File: src/rtl/iter_alu.sv
// iter_alu: ALU with single-cycle ADD/SUB/AND/ORR/EOR and iterative
// MUL/UDIV/UMOD, using a start/busy/done handshake and NZCV flags.
module iter_alu #(
    parameter int WIDTH  = 32,
    parameter bit DIV_EN = 1'b1
) (
    input  logic             clk,
    input  logic             reset,
    input  logic             start,
    input  logic [WIDTH-1:0] a,
    input  logic [WIDTH-1:0] b,
    input  logic [3:0]       ALUControl,
    output logic [WIDTH-1:0] Result,
    output logic [3:0]       ALUFlags,
    output logic             busy,
    output logic             done
);
    localparam int CNT_W = $clog2(WIDTH);

    localparam logic [3:0] OP_ADD  = 4'b0000;
    localparam logic [3:0] OP_SUB  = 4'b0001;
    localparam logic [3:0] OP_AND  = 4'b0010;
    localparam logic [3:0] OP_ORR  = 4'b0011;
    localparam logic [3:0] OP_EOR  = 4'b0100;
    localparam logic [3:0] OP_MUL  = 4'b0111;
    localparam logic [3:0] OP_UDIV = 4'b1000;
    localparam logic [3:0] OP_UMOD = 4'b1001;

    typedef enum logic [0:0] {IDLE, ITER} state_t;

    state_t           state, state_next;
    logic [CNT_W-1:0] count;
    logic [3:0]       op;
    logic [WIDTH-1:0] op_a;     // multiplicand (MUL) / dividend shifting into quotient (DIV)
    logic [WIDTH-1:0] op_b;     // multiplier (MUL) / divisor (DIV)
    logic [WIDTH-1:0] acc;      // product accumulator (MUL) / partial remainder (DIV)

    logic             is_sub;
    logic             is_long;
    logic [WIDTH:0]   sum;
    logic [WIDTH-1:0] sc_result;
    logic [1:0]       sc_cv;
    logic [3:0]       sc_flags;

    logic [WIDTH:0]   rem_shift;
    logic             rem_ge;
    logic [WIDTH-1:0] acc_step, a_step, b_step, fin;

    // N and Z derived from a result; C and V are supplied by the caller.
    function automatic logic [1:0] nz_flags(input logic [WIDTH-1:0] r);
        return {r[WIDTH-1], (r == '0)};
    endfunction

    assign is_sub  = (ALUControl == OP_SUB);
    assign is_long = (ALUControl == OP_MUL) ||
                     (DIV_EN && ((ALUControl == OP_UDIV) || (ALUControl == OP_UMOD)));
    assign sum     = {1'b0, a} + {1'b0, (is_sub ? ~b : b)} + {{WIDTH{1'b0}}, is_sub};
    assign busy    = (state == ITER);

    // Single-cycle result and flags straight from the live operands.
    always_comb begin
        sc_result = '0;
        sc_cv     = 2'b00;
        case (ALUControl)
            OP_ADD, OP_SUB: begin
                sc_result = sum[WIDTH-1:0];
                sc_cv     = {sum[WIDTH],
                             ~(a[WIDTH-1] ^ b[WIDTH-1] ^ is_sub) & (a[WIDTH-1] ^ sum[WIDTH-1])};
            end
            OP_AND:  sc_result = a & b;
            OP_ORR:  sc_result = a | b;
            OP_EOR:  sc_result = a ^ b;
            default: sc_result = '0;
        endcase
        sc_flags = {nz_flags(sc_result), sc_cv};
    end

    // One radix-2 step: shift-add multiply or restoring divide.
    always_comb begin
        rem_shift = {acc, op_a[WIDTH-1]};
        rem_ge    = (rem_shift >= {1'b0, op_b});
        if (op == OP_MUL) begin
            acc_step = acc + (op_b[0] ? op_a : '0);
            a_step   = op_a << 1;
            b_step   = op_b >> 1;
            fin      = acc_step;
        end else begin
            // A zero divisor always subtracts, giving all-ones quotient and remainder = a.
            acc_step = rem_ge ? (rem_shift[WIDTH-1:0] - op_b) : rem_shift[WIDTH-1:0];
            a_step   = {op_a[WIDTH-2:0], rem_ge};
            b_step   = op_b;
            fin      = (op == OP_UMOD) ? acc_step : a_step;
        end
    end

    // Next-state logic: enter ITER for long ops, leave after the last step.
    always_comb begin
        state_next = state;
        case (state)
            IDLE:    if (start && is_long) state_next = ITER;
            ITER:    if (count == '0) state_next = IDLE;
            default: state_next = IDLE;
        endcase
    end

    // Control and architectural outputs; reset aborts any operation in flight.
    always_ff @(posedge clk or posedge reset) begin
        if (reset) begin
            state    <= IDLE;
            count    <= '0;
            Result   <= '0;
            ALUFlags <= 4'b0000;
            done     <= 1'b0;
        end else begin
            state <= state_next;
            done  <= 1'b0;
            if (state == IDLE) begin
                if (start) begin
                    if (is_long) begin
                        count <= CNT_W'(WIDTH - 1);
                    end else begin
                        Result   <= sc_result;
                        ALUFlags <= sc_flags;
                        done     <= 1'b1;
                    end
                end
            end else begin
                count <= count - 1'b1;
                if (count == '0) begin
                    Result   <= fin;
                    ALUFlags <= {nz_flags(fin), 2'b00};
                    done     <= 1'b1;
                end
            end
        end
    end

    // Iteration datapath: latch operands on accept, then step each cycle.
    always_ff @(posedge clk) begin
        if (state == IDLE) begin
            if (start) begin
                op   <= ALUControl;
                op_a <= a;
                op_b <= b;
                acc  <= '0;
            end
        end else begin
            op_a <= a_step;
            op_b <= b_step;
            acc  <= acc_step;
        end
    end
endmodule

File: config.mk
export PLATFORM = sky130hd
export DESIGN_NAME = iter_alu
export DESIGN_NICKNAME = d
export VERILOG_FILES = /design/src/rtl/iter_alu.sv
export SDC_FILE = /design/constraint.sdc
export NUM_CORES = 1
export LEC_CHECK = 0
export ABC_AREA = 0
export CORE_MARGIN = 3
export CORE_UTILIZATION = 30
export CTS_CLUSTER_DIAMETER = 120
export DETAILED_ROUTE_END_ITERATION = 16
export PLACE_DENSITY = 0.56
export SLEW_MARGIN = 20
export SYNTH_ARGS = -nofsm -noshare
export SYNTH_HDL_FRONTEND = slang
export SYNTH_SLANG_ARGS = --single-unit
export TNS_END_PERCENT = 1
File: constraint.sdc
create_clock -name clk -period 5.05 [get_ports clk]
set_input_delay 0.7575 -clock clk [delete_from_list [all_inputs] [get_ports clk]]
set_output_delay 0.7575 -clock clk [all_outputs]
set_load 0.005 [all_outputs]
# Yosys cells after proc, flatten, opt, wreduce, memory -nomap -nowiden
# Cells that the tools add are included.
# W data, S select, Z words.
word_totals:
  elab_cells: 85
  input_bits: 71
  ff_bits: 143
  out_inout_bits: 38
classes:
  order_cmp: 1
  addsub: 5
  n_bitwise: 10
  n_mux: 34
  eq_ne: 12
  n_reduce_logical: 14
ops:
  columns: ["op", "count"]
  rows:
  - ["$mux W32", 17]
  - ["$pmux W32 S4", 1]
  - ["$logic_not A32 Y1", 2]
  - ["$add A32 B32 Y33", 1]
  - ["$add A33 B1 Y33", 1]
  - ["$ge A33 B32 Y1", 1]
  - ["$add A32 B32 Y32", 1]
  - ["$and A32 B32 Y32", 1]
  - ["$not A32 Y32", 1]
  - ["$or A32 B32 Y32", 1]
  - ["$sub A32 B32 Y32", 1]
  - ["$xor A32 B32 Y32", 1]
  - ["$mux W4", 4]
  - ["$mux W5", 3]
  - ["$eq A4 B3 Y1 const B", 3]
  - ["$eq A4 B4 Y1 const B", 3]
  - ["$eq A4 B2 Y1 const B", 2]
  - ["$mux W1", 7]
  - ["$reduce_and A2 Y1", 3]
  - ["$logic_not A5 Y1", 1]
  - ["$sub A5 B1 Y5 const B", 1]
  - ["$eq A4 B1 Y1 const B", 1]
  - ["$logic_not A4 Y1", 1]
  - ["$ne A2 B1 Y1 const B", 2]
  - ["other kinds (11)", 16]

# Longest topological paths before layout
# Gate-level depths: netlist of run 1.
depth:
  depth_word: 10
  depth_mapped: 20
  depth_no_buf: 15

# Worst setup path before layout of run 1
# No wires, ideal clock.
synth_timing:
  kind: "input port to flip-flop"
  from: "in ALUControl[0]"
  to: "reg ALUFlags[2]"
  path_buffers: 5
  stages: 19
  path_slack_ns: -0.702
  arrival_time_ns: 5.687
  t_required_ns: 4.985
  setup_time_ns: 0.065
  path_cell_list: "clkbuf_1 -> clkbuf_1 -> buf_2 -> buf_2 -> nor4b_1 -> clkbuf_1 -> mux2i_1 -> fa_1 -> nand3b_1 -> a211oi_1 -> nor3_1 -> a211oi_1 -> a31oi_1 -> xnor2_1 -> a2111oi_0 -> nand4_1 -> nor4_1 -> nand3_1 -> nand2_1"
synth_via:
  elab_chain_cells: 9
  word_cells_on_any_way: 21
  classes_between: "2 x add/sub; 8 x eq/ne; 5 x mux; 6 x reduce/logical"
synth_lines:
  columns: ["element", "line_no", "text"]
  rows:
  - ["start, declared", "12", "input logic [3:0] ALUControl,"]
  - ["$eq A4 B1 Y1", "54, 64", null]
  - ["$mux W32", "57", "assign sum = {1'b0, a} + {1'b0, (is_sub ? ~b : b)} + {{WIDTH{1'b0}}, is_sub};"]
  - ["$add A32 B32 Y33", "57", null]
  - ["$add A33 B1 Y33", "57", null]
  - ["$pmux W32 S4", "64", "case (ALUControl)"]
  - ["$logic_not A32 Y1", "51", "return {r[WIDTH-1], (r == '0)};"]
  - ["$mux W4", "119", "if (is_long) begin"]
  - ["$mux W4", "118", "if (start) begin"]
  - ["$mux W4", "117", "if (state == IDLE) begin"]
  - ["end signal, assigned", "123", "ALUFlags <= sc_flags;"]
  - ["end signal, assigned", "131", "ALUFlags <= {nz_flags(fin), 2'b00};"]
  - ["end, declared", "14", "output logic [3:0] ALUFlags,"]
# Parallel ways exist; a longest one is shown, timed or not. The select of a mux whose other input is x is not followed.
# A chain may end at the register's enable or synchronous reset.

# Worst setup path after layout of run 1
layout_timing:
  from: "reg op_b[24]"
  to: "reg ALUFlags[2]"
layout_via:
  elab_chain_cells: 7
  word_cells_on_any_way: 8
  classes_between: "1 x add/sub; 1 x order compare; 5 x mux; 1 x reduce/logical"
layout_lines:
  columns: ["element", "line_no", "text"]
  rows:
  - ["start, declared", "35", "logic [WIDTH-1:0] op_b;"]
  - ["start signal, assigned", "149", "op_b <= b_step;"]
  - ["$sub A32 B32 Y32 or $ge A33 B32 Y1 (tied branches)", "89, 81", null]
  - ["$mux W32", "89", "acc_step = rem_ge ? (rem_shift[WIDTH-1:0] - op_b) : rem_shift[WIDTH-1:0];"]
  - ["$mux W32 (*)", "92", "fin = (op == OP_UMOD) ? acc_step : a_step;"]
  - ["$mux W32 (*)", "82", "if (op == OP_MUL) begin"]
  - ["$logic_not A32 Y1 (*)", "51", null]
  - ["$mux W4 (*)", "129", "if (count == '0) begin"]
  - ["$mux W4 (*)", "117", null]
# Every way passes the cells marked *; elsewhere a longest branch is shown, timed or not. The select of a mux whose other input is x is not followed.

==> impl_metrics.env, run 1 <==
export IMPL_drv_slew=0
export IMPL_layout_drive_gt1_share_pct=8.77
export IMPL_synthAdderAreaFrac_pct=14.4
export IMPL_rr_endpoint="ALUFlags[2]$_DFFE_PP0P_"
export IMPL_rsz0062_at_grt="no"
export IMPL_synth_cell_area_sq_um=15100
export IMPL_grt_ovfl_total=0
export IMPL_drtIter0Drc=1408
export IMPL_worstSetupPathType="reg2reg"
export IMPL_post_route_min_period_ns=4.77
export IMPL_muxShareOfSynthArea_pct=2.00
export IMPL_num_vias=14700
export IMPL_outcome="completed"
export IMPL_power_density_nw_per_um2=575
export IMPL_clock_power_share_pct=12.4
export IMPL_synthFlopType="edfxtp_1"
export IMPL_end_kind="flip-flop"
export IMPL_syn_to_final_growth_pct=19.3
export IMPL_synthArstFlopShare_pct=29.6
export IMPL_fillCellCount=5143
export IMPL_p_switching_w=0.00493
export IMPL_seq_power_share_pct=24.5
export IMPL_skew_ns=0.0105
export IMPL_ios=109
export IMPL_yosys_register_bits=142
export IMPL_endpoint="ALUFlags[2]$_DFFE_PP0P_"
export IMPL_cts_buffer_depth=2
export IMPL_cts_tree="built"
export IMPL_clk_pin_slew_ns=0.06
export IMPL_dr_pass1_iters=6
export IMPL_start_util_pct=30.6
export IMPL_syn_avg_cell_area_sq_um=8.16
export IMPL_totalWireLength_um=53700
export IMPL_finalSetupTns_ns=0
export IMPL_ys_warn_count=0
export IMPL_root_buffer="clkbuf_16"
export IMPL_grt_antenna_before_repair=0
export IMPL_cap_viol_max_count=0
export IMPL_cp_startpoint="op_b[24]$_DFFE_PP_"
export IMPL_die_area_sq_um=53100
export IMPL_reg2reg_from="op_b[24]$_DFFE_PP_"
export IMPL_avgRoutedWirePerCell_um=20.2
export IMPL_detail_route_antenna_nets=0
export IMPL_netlist_cell_type_count=88
export IMPL_cellLeakagePower_nw=7.82
export IMPL_cp_max_fo=12
export IMPL_syn_nets=2096
export IMPL_p_int_w=0.00544
export IMPL_holdWs_ns=0.520
export IMPL_finalCritPeriodShare_pct=94.4
export IMPL_grt_max_degree=103
export IMPL_synth_compound_area_share_pct=27.2
export IMPL_synth_simple_area_share_pct=17.6
export IMPL_synth_top_family_by_area="compound AO/OA/AOI/OAI gates"
export IMPL_synth_xor_area_share_pct=5.73
export IMPL_route_detailed_drc=0
export IMPL_htree_levels=4
export IMPL_arrival_ns=5.15
export IMPL_tightest_slew_ns=1.08
export IMPL_worst_r2r_setup_slack_ns=0.28
export IMPL_fin_nets=2225
export IMPL_cts_sinks=142
export IMPL_row_count=81
export IMPL_numCtsBuffers=17
export IMPL_track_usage_pct=19.6
export IMPL_grt_pass1_wl_um=82100
export IMPL_clock_latency_ns=0.44
export IMPL_worstPathRequired_ns=5.43
export IMPL_syn_inst=1853
export IMPL_die_y_um=231
export IMPL_reg2regPathDepth=15
export IMPL_seq_area_frac_synth_pct=26.8
export IMPL_p_sw_share_pct=47.6
export IMPL_numPortBuffers=108
export IMPL_core_area_sq_um=49400
export IMPL_finalHoldViolations=0
export IMPL_hp_class="reg2reg"
export IMPL_combPwrFrac_pct=63.1
export IMPL_synth_edf_count=100
export IMPL_setup_violations=0
export IMPL_dp_hpwl_um=43100
export IMPL_start_kind="flip-flop"
export IMPL_irDropWorstVdd_mv=0.272
export IMPL_globalplace_congestion=0.943
export IMPL_relSlewSlack_pct=28.0
export IMPL_grt_pass1_vias=14000
export IMPL_die_width_um=231
export IMPL_fmax_mhz=210
export IMPL_vias_per_cell=5.52
[critical path, stage by stage (launching register included)]
cell,delay (ns)
edfxtp_1,0.42
inv_1,0.14
ha_1,0.41
a21oi_1,0.38
o21ai_0,0.14
a211oi_1,0.36
o311a_1,0.33
and2_1,0.54
buf_4,0.28
buf_4,0.15
a311oi_1,0.06
a21oi_1,0.22
o21ai_0,0.23
or4_1,0.61
o41a_1,0.36
nand2_1,0.08
[how the worst min path moves through the flow]
| stage | endpoint | cells after the start | slack (ns) | startpoint |
|---|---|---|---|---|
| 2_1_floorplan | count[4]$_DFFE_PP0P_ | 1 | 0.46 | count[4]$_DFFE_PP0P_ |
| 3_3_place_gp | count[4]$_DFFE_PP0P_ | 1 | 0.50 | count[4]$_DFFE_PP0P_ |
| 3_5_place_dp | count[4]$_DFFE_PP0P_ | 1 | 0.51 | count[4]$_DFFE_PP0P_ |
| 4_1_cts | count[4]$_DFFE_PP0P_ | 1 | 0.52 | count[4]$_DFFE_PP0P_ |
| 5_1_grt | count[4]$_DFFE_PP0P_ | 1 | 0.55 | count[4]$_DFFE_PP0P_ |
| 6_report | Result[29]$_DFFE_PP0P_ | 2 | 0.52 | Result[29]$_DFFE_PP0P_ |
[layout make-up]
cell class | count | area, sq um | share of cell area (%)
antenna | 1 | 2.50 | 0.0139
clock buffer | 20 | 457 | 2.53
clock inverter | 12 | 135 | 0.749
inverter | 138 | 518 | 2.87
tap | 664 | 831 | 4.60
timing repair buffer | 208 | 1830 | 10.1
sequential | 142 | 4060 | 22.5
multi-input combinational | 1475 | 10200 | 56.6
[cells by family (layout without fill, tap and decap cells)]
| logic type | Yosys count | after routing |
|---|---|---|
| compound gates | 619 | 619 |
| xor+xnor | 99 | 99 |
| fa+ha+maj | 172 | 172 |
| buf+inv | 236 | 378 |
| flops | 142 | 142 |
| mux | 30 | 30 |
| other cells | 0 | 1 |
| simple gates | 555 | 555 |
[synthesized netlist by cell type, drive strengths merged, types with 8 or more instances]
cell     number  share of area (%)
o22ai         9               0.37
nor3         26               0.86
edfxtp      100                 20
xnor2        75                4.3
a22oi        25                1.2
o21a         19               0.95
dfrtp        42                6.9
o31ai        13               0.65
xor2         24                1.4
nor4         13               0.54
nand4        26                1.1
and2         44                1.8
a211oi       34                1.7
nand3        29               0.96
o2111ai      10               0.58
a31oi        20               0.83
nor2        115                2.9
nor2b         9               0.37
nand2b        9               0.37
nand2       219                5.5
a221o        17                1.1
a21oi       156                5.3
mux2i        28                1.9
a22o          8               0.46
buf          28                1.1
clkbuf       70                1.7
a21o         36                1.8
or3          10               0.41
inv         138                3.4
ha          169                 14
o211ai       20               0.99
o21bai        9               0.45
and3         16               0.66
o21ai       148                4.9
a311oi       10               0.58
o221ai       17               0.98
[power by group through the flow]
stage | Clock, W | Combinational (W) | Sequential, W
after global routing | 0.00134 | 0.00723 | 0.00261
after global placement | 0 | 0.00637 | 0.00254
after detailed placement | 0 | 0.00642 | 0.00255
after floorplan | 0 | 0.00464 | 0.00230
final | 0.00128 | 0.00654 | 0.00255
after CTS | 0.00130 | 0.00646 | 0.00254
[per-layer routing]
layer | part of all wire, % | up-vias | GRT usage, % | routed length (um)
li1 | - | 7081 | - | -
met1 | 47 | 7047 | 27.9 | 25200
met2 | 44 | 497 | 31.5 | 23800
met3 | 6.1 | 64 | 2.10 | 3260
met4 | 2.5 | 0 | 5.61 | 1320
met5 | 0 | - | 0 | 0
[layout by cell type, fill, tap and decap left out, types with 20 or more instances in the layout]
| cell | instances |
|---|---|
| nor2_1 | 114 |
| edfxtp_1 | 100 |
| dfrtp_1 | 41 |
| o21ai_0 | 143 |
| a31oi_1 | 20 |
| ha_1 | 169 |
| inv_1 | 137 |
| a22oi_1 | 25 |
| xor2_1 | 24 |
| a21o_1 | 36 |
| o211ai_1 | 20 |
| mux2i_1 | 28 |
| nor3_1 | 23 |
| buf_4 | 100 |
| nand3_1 | 28 |
| a211oi_1 | 31 |
| xnor2_1 | 75 |
| nand2_1 | 218 |
| a21oi_1 | 152 |
| clkdlybuf4s50_1 | 107 |
| nand4_1 | 25 |
| and2_1 | 44 |
[stage by stage]
step / setup WS (ns) / util [%] / cells / power (W) / cell area (sq um)
5_1_grt: 0.0232 / 36.6 / 2659 / 0.0112 / 18000
3_3_place_gp: -0.0577 / 35.3 / 2627 / 0.00891 / 17400
2_1_floorplan: 0.0608 / - / 1853 / 0.00693 / 15200
6_report: 0.280 / 36.6 / 2660 / 0.0104 / 18000
4_1_cts: 0.294 / 36.5 / 2659 / 0.0103 / 18000
3_5_place_dp: -0.0951 / 35.3 / 2627 / 0.00898 / 17400
[sequential cells by signal, summed over array words and instances (netlist names)]
register	count
op_b	32
count	5
acc	32
busy	1
op_a	32
ALUFlags	3
done	1
op	4
Result	32
[repair_timing]
| item | 4_1_cts | 5_1_grt |
|---|---|---|
| endpoints found under the hold margin | 0 | 0 |
| hold buffers | 0 | 0 |
| setup buffers | 0 | 0 |
| resized for setup | 0 | 2 |
| endpoints found under the setup margin | 0 | 1 |
(Power assumes the default switching activity.)
==> run 2, diff against run 1 <==
Settings changed: SETUP_SLACK_MARGIN from default to 0.05.
==> impl_metrics.env, run 2 (synthesis results as in run 1) <==
export IMPL_arrival_ns=5.15
export IMPL_fin_nets=2225
export IMPL_grt_pass1_vias=14000
export IMPL_numCtsBuffers=17
export IMPL_grt_ovfl_total=0
export IMPL_cts_tree="built"
export IMPL_cts_hold_buf=0
export IMPL_core_area_sq_um=49400
export IMPL_reg2regPathDepth=15
export IMPL_syn_to_final_growth_pct=19.3
export IMPL_totalWireLength_um=53700
export IMPL_final_cell_mix="218 x nand2_1, 169 x ha_1, 152 x a21oi_1, 142 x o21ai_0, 137 x inv_1"
export IMPL_route_detailed_drc=0
export IMPL_hp_class="reg2reg"
export IMPL_grt_pass1_wl_um=82100
export IMPL_htree_levels=4
export IMPL_tightest_slew_ns=1.08
export IMPL_power_w=0.0104
export IMPL_ios=109
export IMPL_root_buffer="clkbuf_16"
export IMPL_grt_max_degree=103
export IMPL_finalHoldViolations=0
export IMPL_irDropWorstVdd_mv=0.272
export IMPL_clock_latency_ns=0.44
export IMPL_holdWs_ns=0.520
export IMPL_rsz0062_at_grt="no"
export IMPL_worstSetupPathType="reg2reg"
export IMPL_vias_per_cell=5.52
export IMPL_relSlewSlack_pct=27.9
export IMPL_worstHoldPathCells=2
export IMPL_skew_ns=0.0103
export IMPL_cts_sinks=142
export IMPL_die_y_um=231
export IMPL_worstPathRequired_ns=5.43
export IMPL_row_count=81
export IMPL_post_cts_buffers=0
export IMPL_globalplace_congestion=0.943
export IMPL_outcome="completed"
export IMPL_avgRoutedWirePerCell_um=20.2
export IMPL_start_kind="flip-flop"
export IMPL_final_common_cell="nand2_1"
export IMPL_finalCritPeriodShare_pct=94.4
export IMPL_layout_cells_non_filler=2660
export IMPL_die_area_sq_um=53100
export IMPL_start_util_pct=30.6
export IMPL_dp_cells=2627
export IMPL_grt_antenna_before_repair=0
export IMPL_track_usage_pct=19.6
export IMPL_drtIter0Drc=1409
export IMPL_cellLeakagePower_nw=7.82
export IMPL_fillCellCount=5143
export IMPL_postLayoutCoreUtil_pct=36.6
export IMPL_setup_violations=0
export IMPL_end_kind="flip-flop"
export IMPL_dr_pass1_iters=6
export IMPL_cp_max_fo=12
export IMPL_cts_buffer_depth=2
export IMPL_die_width_um=231
export IMPL_cap_viol_max_count=0
export IMPL_num_vias=14700
export IMPL_numPortBuffers=108
export IMPL_layout_drive_gt1_share_pct=8.77
export IMPL_fmax_mhz=210
export IMPL_dp_hpwl_um=43100
export IMPL_detail_route_antenna_nets=0
export IMPL_finalSetupTns_ns=0
export IMPL_post_route_min_period_ns=4.77
export IMPL_clk_pin_slew_ns=0.06
export IMPL_power_density_nw_per_um2=575
export IMPL_drv_slew=0
[run 2: changes by cell type in the layout (fill, tap and decap cells not counted)]
cell / change
o21ai_0: -1
o21ai_1: +1
[run 2: final cells by class]
type,instances,area (sq um),share of cell area (%)
antenna,1,2.50,0.0139
tap,664,831,4.60
multi-input combinational,1475,10200,56.6
clock inverter,12,135,0.749
inverter,138,518,2.87
clock buffer,20,457,2.53
sequential,142,4060,22.5
timing repair buffer,208,1830,10.1
[run 2: final timing paths]
kind                                        start                 endpoint  slack [ns]
max in group asynchronous                   reset           busy$_DFF_PP0_        3.47
min in group asynchronous                   reset           busy$_DFF_PP0_        0.87
min                        Result[29]$_DFFE_PP0P_   Result[29]$_DFFE_PP0P_        0.52
max reg2reg                    op_b[24]$_DFFE_PP_  ALUFlags[2]$_DFFE_PP0P_        0.28
max                            op_b[24]$_DFFE_PP_  ALUFlags[2]$_DFFE_PP0P_        0.28
min reg2reg                Result[29]$_DFFE_PP0P_   Result[29]$_DFFE_PP0P_        0.52
[run 2: report_power, final]
group	leakage [nW]	switching [W]	internal [W]	total, W
sequential	1.57	0.000536	0.00201	0.00255
combinational	5.96	0.00387	0.00267	0.00654
clock	0.291	0.000526	0.000757	0.00128
total	7.82	0.00493	0.00544	0.0104
[run 2: critical path, stage by stage (launching register included)]
cell,delay [ns]
edfxtp_1,0.42
inv_1,0.14
ha_1,0.41
a21oi_1,0.38
o21ai_0,0.14
a211oi_1,0.36
o311a_1,0.33
and2_1,0.54
buf_4,0.28
buf_4,0.15
a311oi_1,0.06
a21oi_1,0.22
o21ai_0,0.23
or4_1,0.61
o41a_1,0.36
nand2_1,0.08
[run 2: routing by layer]
layer / part of all wire, % / track usage (%)
met1: 47 / 27.9
met5: 0 / 0
met3: 6.0 / 2.10
met2: 44 / 31.5
met4: 2.5 / 5.61
[run 2: stage by stage]
step | setup WS, ns | cell area, sq um
2_1_floorplan | 0.0608 | 15200
3_3_place_gp | -0.0577 | 17400
3_5_place_dp | -0.0951 | 17400
4_1_cts | 0.294 | 18000
5_1_grt | 0.0501 | 18000
6_report | 0.282 | 18000
[run 2: timing repair]
action,CTS,global route
hold endpoints to repair,0,0
resized for setup,0,3
endpoints found under the setup margin,0,1
==> run 3, diff against run 2 <==
Settings changed: CORE_MARGIN 3 to 2, GPL_TIMING_DRIVEN from default to 0.
==> impl_metrics.env, run 3 (synthesis results as in run 1) <==
export IMPL_cts_sinks=142
export IMPL_worstSetupPathType="reg2reg"
export IMPL_globalplace_congestion=0.936
export IMPL_diodes=0
export IMPL_arrival_ns=5.30
export IMPL_power_density_nw_per_um2=599
export IMPL_outcome="completed"
export IMPL_cap_viol_max_count=0
export IMPL_numCtsBuffers=17
export IMPL_fin_nets=2236
export IMPL_crit_slowest_cell="nor4_1"
export IMPL_die_area_sq_um=52200
export IMPL_fin_ws_ns=0.135
export IMPL_cts_tree="built"
export IMPL_wl_met3_um=4470
export IMPL_grt_max_degree=42
export IMPL_clk_pin_slew_ns=0.06
export IMPL_final_common_cell="nand2_1"
export IMPL_root_buffer="clkbuf_16"
export IMPL_vias_per_cell=5.68
export IMPL_final_cell_mix="218 x nand2_1, 169 x ha_1, 146 x a21oi_1, 140 x o21ai_0, 137 x inv_1"
export IMPL_cts_hold_buf=0
export IMPL_layout_cells_non_filler=2678
export IMPL_die_width_um=229
export IMPL_cp_startpoint="acc[6]$_SDFFCE_PN0P_"
export IMPL_core_area_sq_um=50000
export IMPL_skew_ns=0.0120
export IMPL_rsz0062_at_grt="no"
export IMPL_fmax_mhz=203
export IMPL_slowest_delay_ns=0.71
export IMPL_finalHoldViolations=0
export IMPL_drv_slew=0
export IMPL_tightest_slew_ns=1.21
export IMPL_die_y_um=229
export IMPL_cp_depth=14
export IMPL_dr_pass1_iters=6
export IMPL_detail_route_antenna_nets=0
export IMPL_end_kind="flip-flop"
export IMPL_hp_class="reg2reg"
export IMPL_avgRoutedWirePerCell_um=23.1
export IMPL_crit_top_cell="nand4_1"
export IMPL_route_detailed_drc=0
export IMPL_syn_to_final_growth_pct=19.6
export IMPL_post_route_min_period_ns=4.92
export IMPL_worstPathCellList="ha_1, nand4_1, nor4_4, a211oi_1, o311a_1, buf_6, nand2_4, buf_4, mux2i_1, a21oi_1, nor4_1, nand4_1, o41a_1, nand2_1"
export IMPL_dp_hpwl_um=50900
export IMPL_num_vias=15200
export IMPL_start_kind="flip-flop"
export IMPL_row_count=82
export IMPL_numPortBuffers=108
export IMPL_layout_drive_gt1_share_pct=6.83
export IMPL_rr_endpoint="ALUFlags[2]$_DFFE_PP0P_"
export IMPL_top_layer_used="met4"
export IMPL_setup_violations=0
export IMPL_grt_antenna_before_repair=0
export IMPL_dp_cells=2637
export IMPL_endpoint="ALUFlags[2]$_DFFE_PP0P_"
export IMPL_htree_levels=4
export IMPL_drtIter0Drc=1368
export IMPL_dp_slack_ns=-2.06
export IMPL_reg2reg_from="acc[6]$_SDFFCE_PN0P_"
export IMPL_power_w=0.0108
export IMPL_ios=109
export IMPL_cts_buffer_depth=2
export IMPL_clock_latency_ns=0.45
export IMPL_totalWireLength_um=61800
export IMPL_irDropWorstVdd_mv=0.306
export IMPL_worst_r2r_setup_slack_ns=0.13
export IMPL_start_util_pct=30.3
export IMPL_cp_max_fo=10
export IMPL_track_usage_pct=23.2
export IMPL_relSlewSlack_pct=18.7
export IMPL_grt_pass1_vias=14700
export IMPL_grt_pass1_wl_um=92700
export IMPL_grt_ovfl_total=0
export IMPL_route_met2_wl_um=28100
export IMPL_crit_family="simple AND/OR/NAND/NOR gates"
export IMPL_cellLeakagePower_nw=7.69
export IMPL_reg2regPathDepth=14
export IMPL_worstPathRequired_ns=5.44
export IMPL_wl_met1_um=26400
export IMPL_path_buf_inv=2
export IMPL_finalCritPeriodShare_pct=97.3
run 3: per-layer routing:
layer,track usage (%),vias up
met5,0,-
met4,10.8,0
met3,2.27,122
met2,37.8,677
met1,31.0,7297
li1,-,7109
run 3: final cells by class:
type / instances / area [sq um]
timing repair buffer: 123 / 1250
buffer: 96 / 494
sequential: 142 / 4050
multi-input combinational: 1475 / 10400
fill: 5213 / 31900
tap: 672 / 841
clock buffer: 18 / 429
inverter: 138 / 518
clock inverter: 14 / 140
run 3: how the worst min path moves through the flow:
stage                    startpoint  slack, ns                   end  cells after the start
2_1_floorplan  count[4]$_DFFE_PP0P_       0.46  count[4]$_DFFE_PP0P_                      1
3_3_place_gp   count[4]$_DFFE_PP0P_       0.48  count[4]$_DFFE_PP0P_                      1
3_5_place_dp   count[4]$_DFFE_PP0P_       0.50  count[4]$_DFFE_PP0P_                      1
4_1_cts        count[4]$_DFFE_PP0P_       0.51  count[4]$_DFFE_PP0P_                      1
5_1_grt        count[4]$_DFFE_PP0P_       0.53  count[4]$_DFFE_PP0P_                      1
6_report       count[4]$_DFFE_PP0P_       0.51  count[4]$_DFFE_PP0P_                      1
run 3: where the power goes:
group	switching, W	internal [W]
combinational	0.00429	0.00266
sequential	0.000616	0.00201
clock	0.000542	0.000724
total	0.00545	0.00539
run 3: worst register-to-register path: cells and delay by family, from the launching register on:
kind | cells | cell delay, ns
buf+inv | 2 | 0.46
mux | 1 | 0.28
simple gates | 6 | 1.92
flops | 1 | 0.50
compound gates | 4 | 1.25
fa+ha+maj | 1 | 0.44
run 3: metrics by stage:
stage	setup TNS (ns)	hold slack [ns]	area (sq um)	utilization [%]
global route	0	0.531	18100	36.2
detailed placement	-34.06	0.499	17200	34.4
floorplan	0	0.460	15200	-
global placement	-87.23	0.482	17100	34.2
finish	0	0.509	18100	36.2
CTS	0	0.512	17900	35.9
run 3: what timing repair did:
item,CTS,global route
setup endpoints to repair,29,6
setup buffers,8,3
pin swaps,8,7
gates resized for setup,39,37
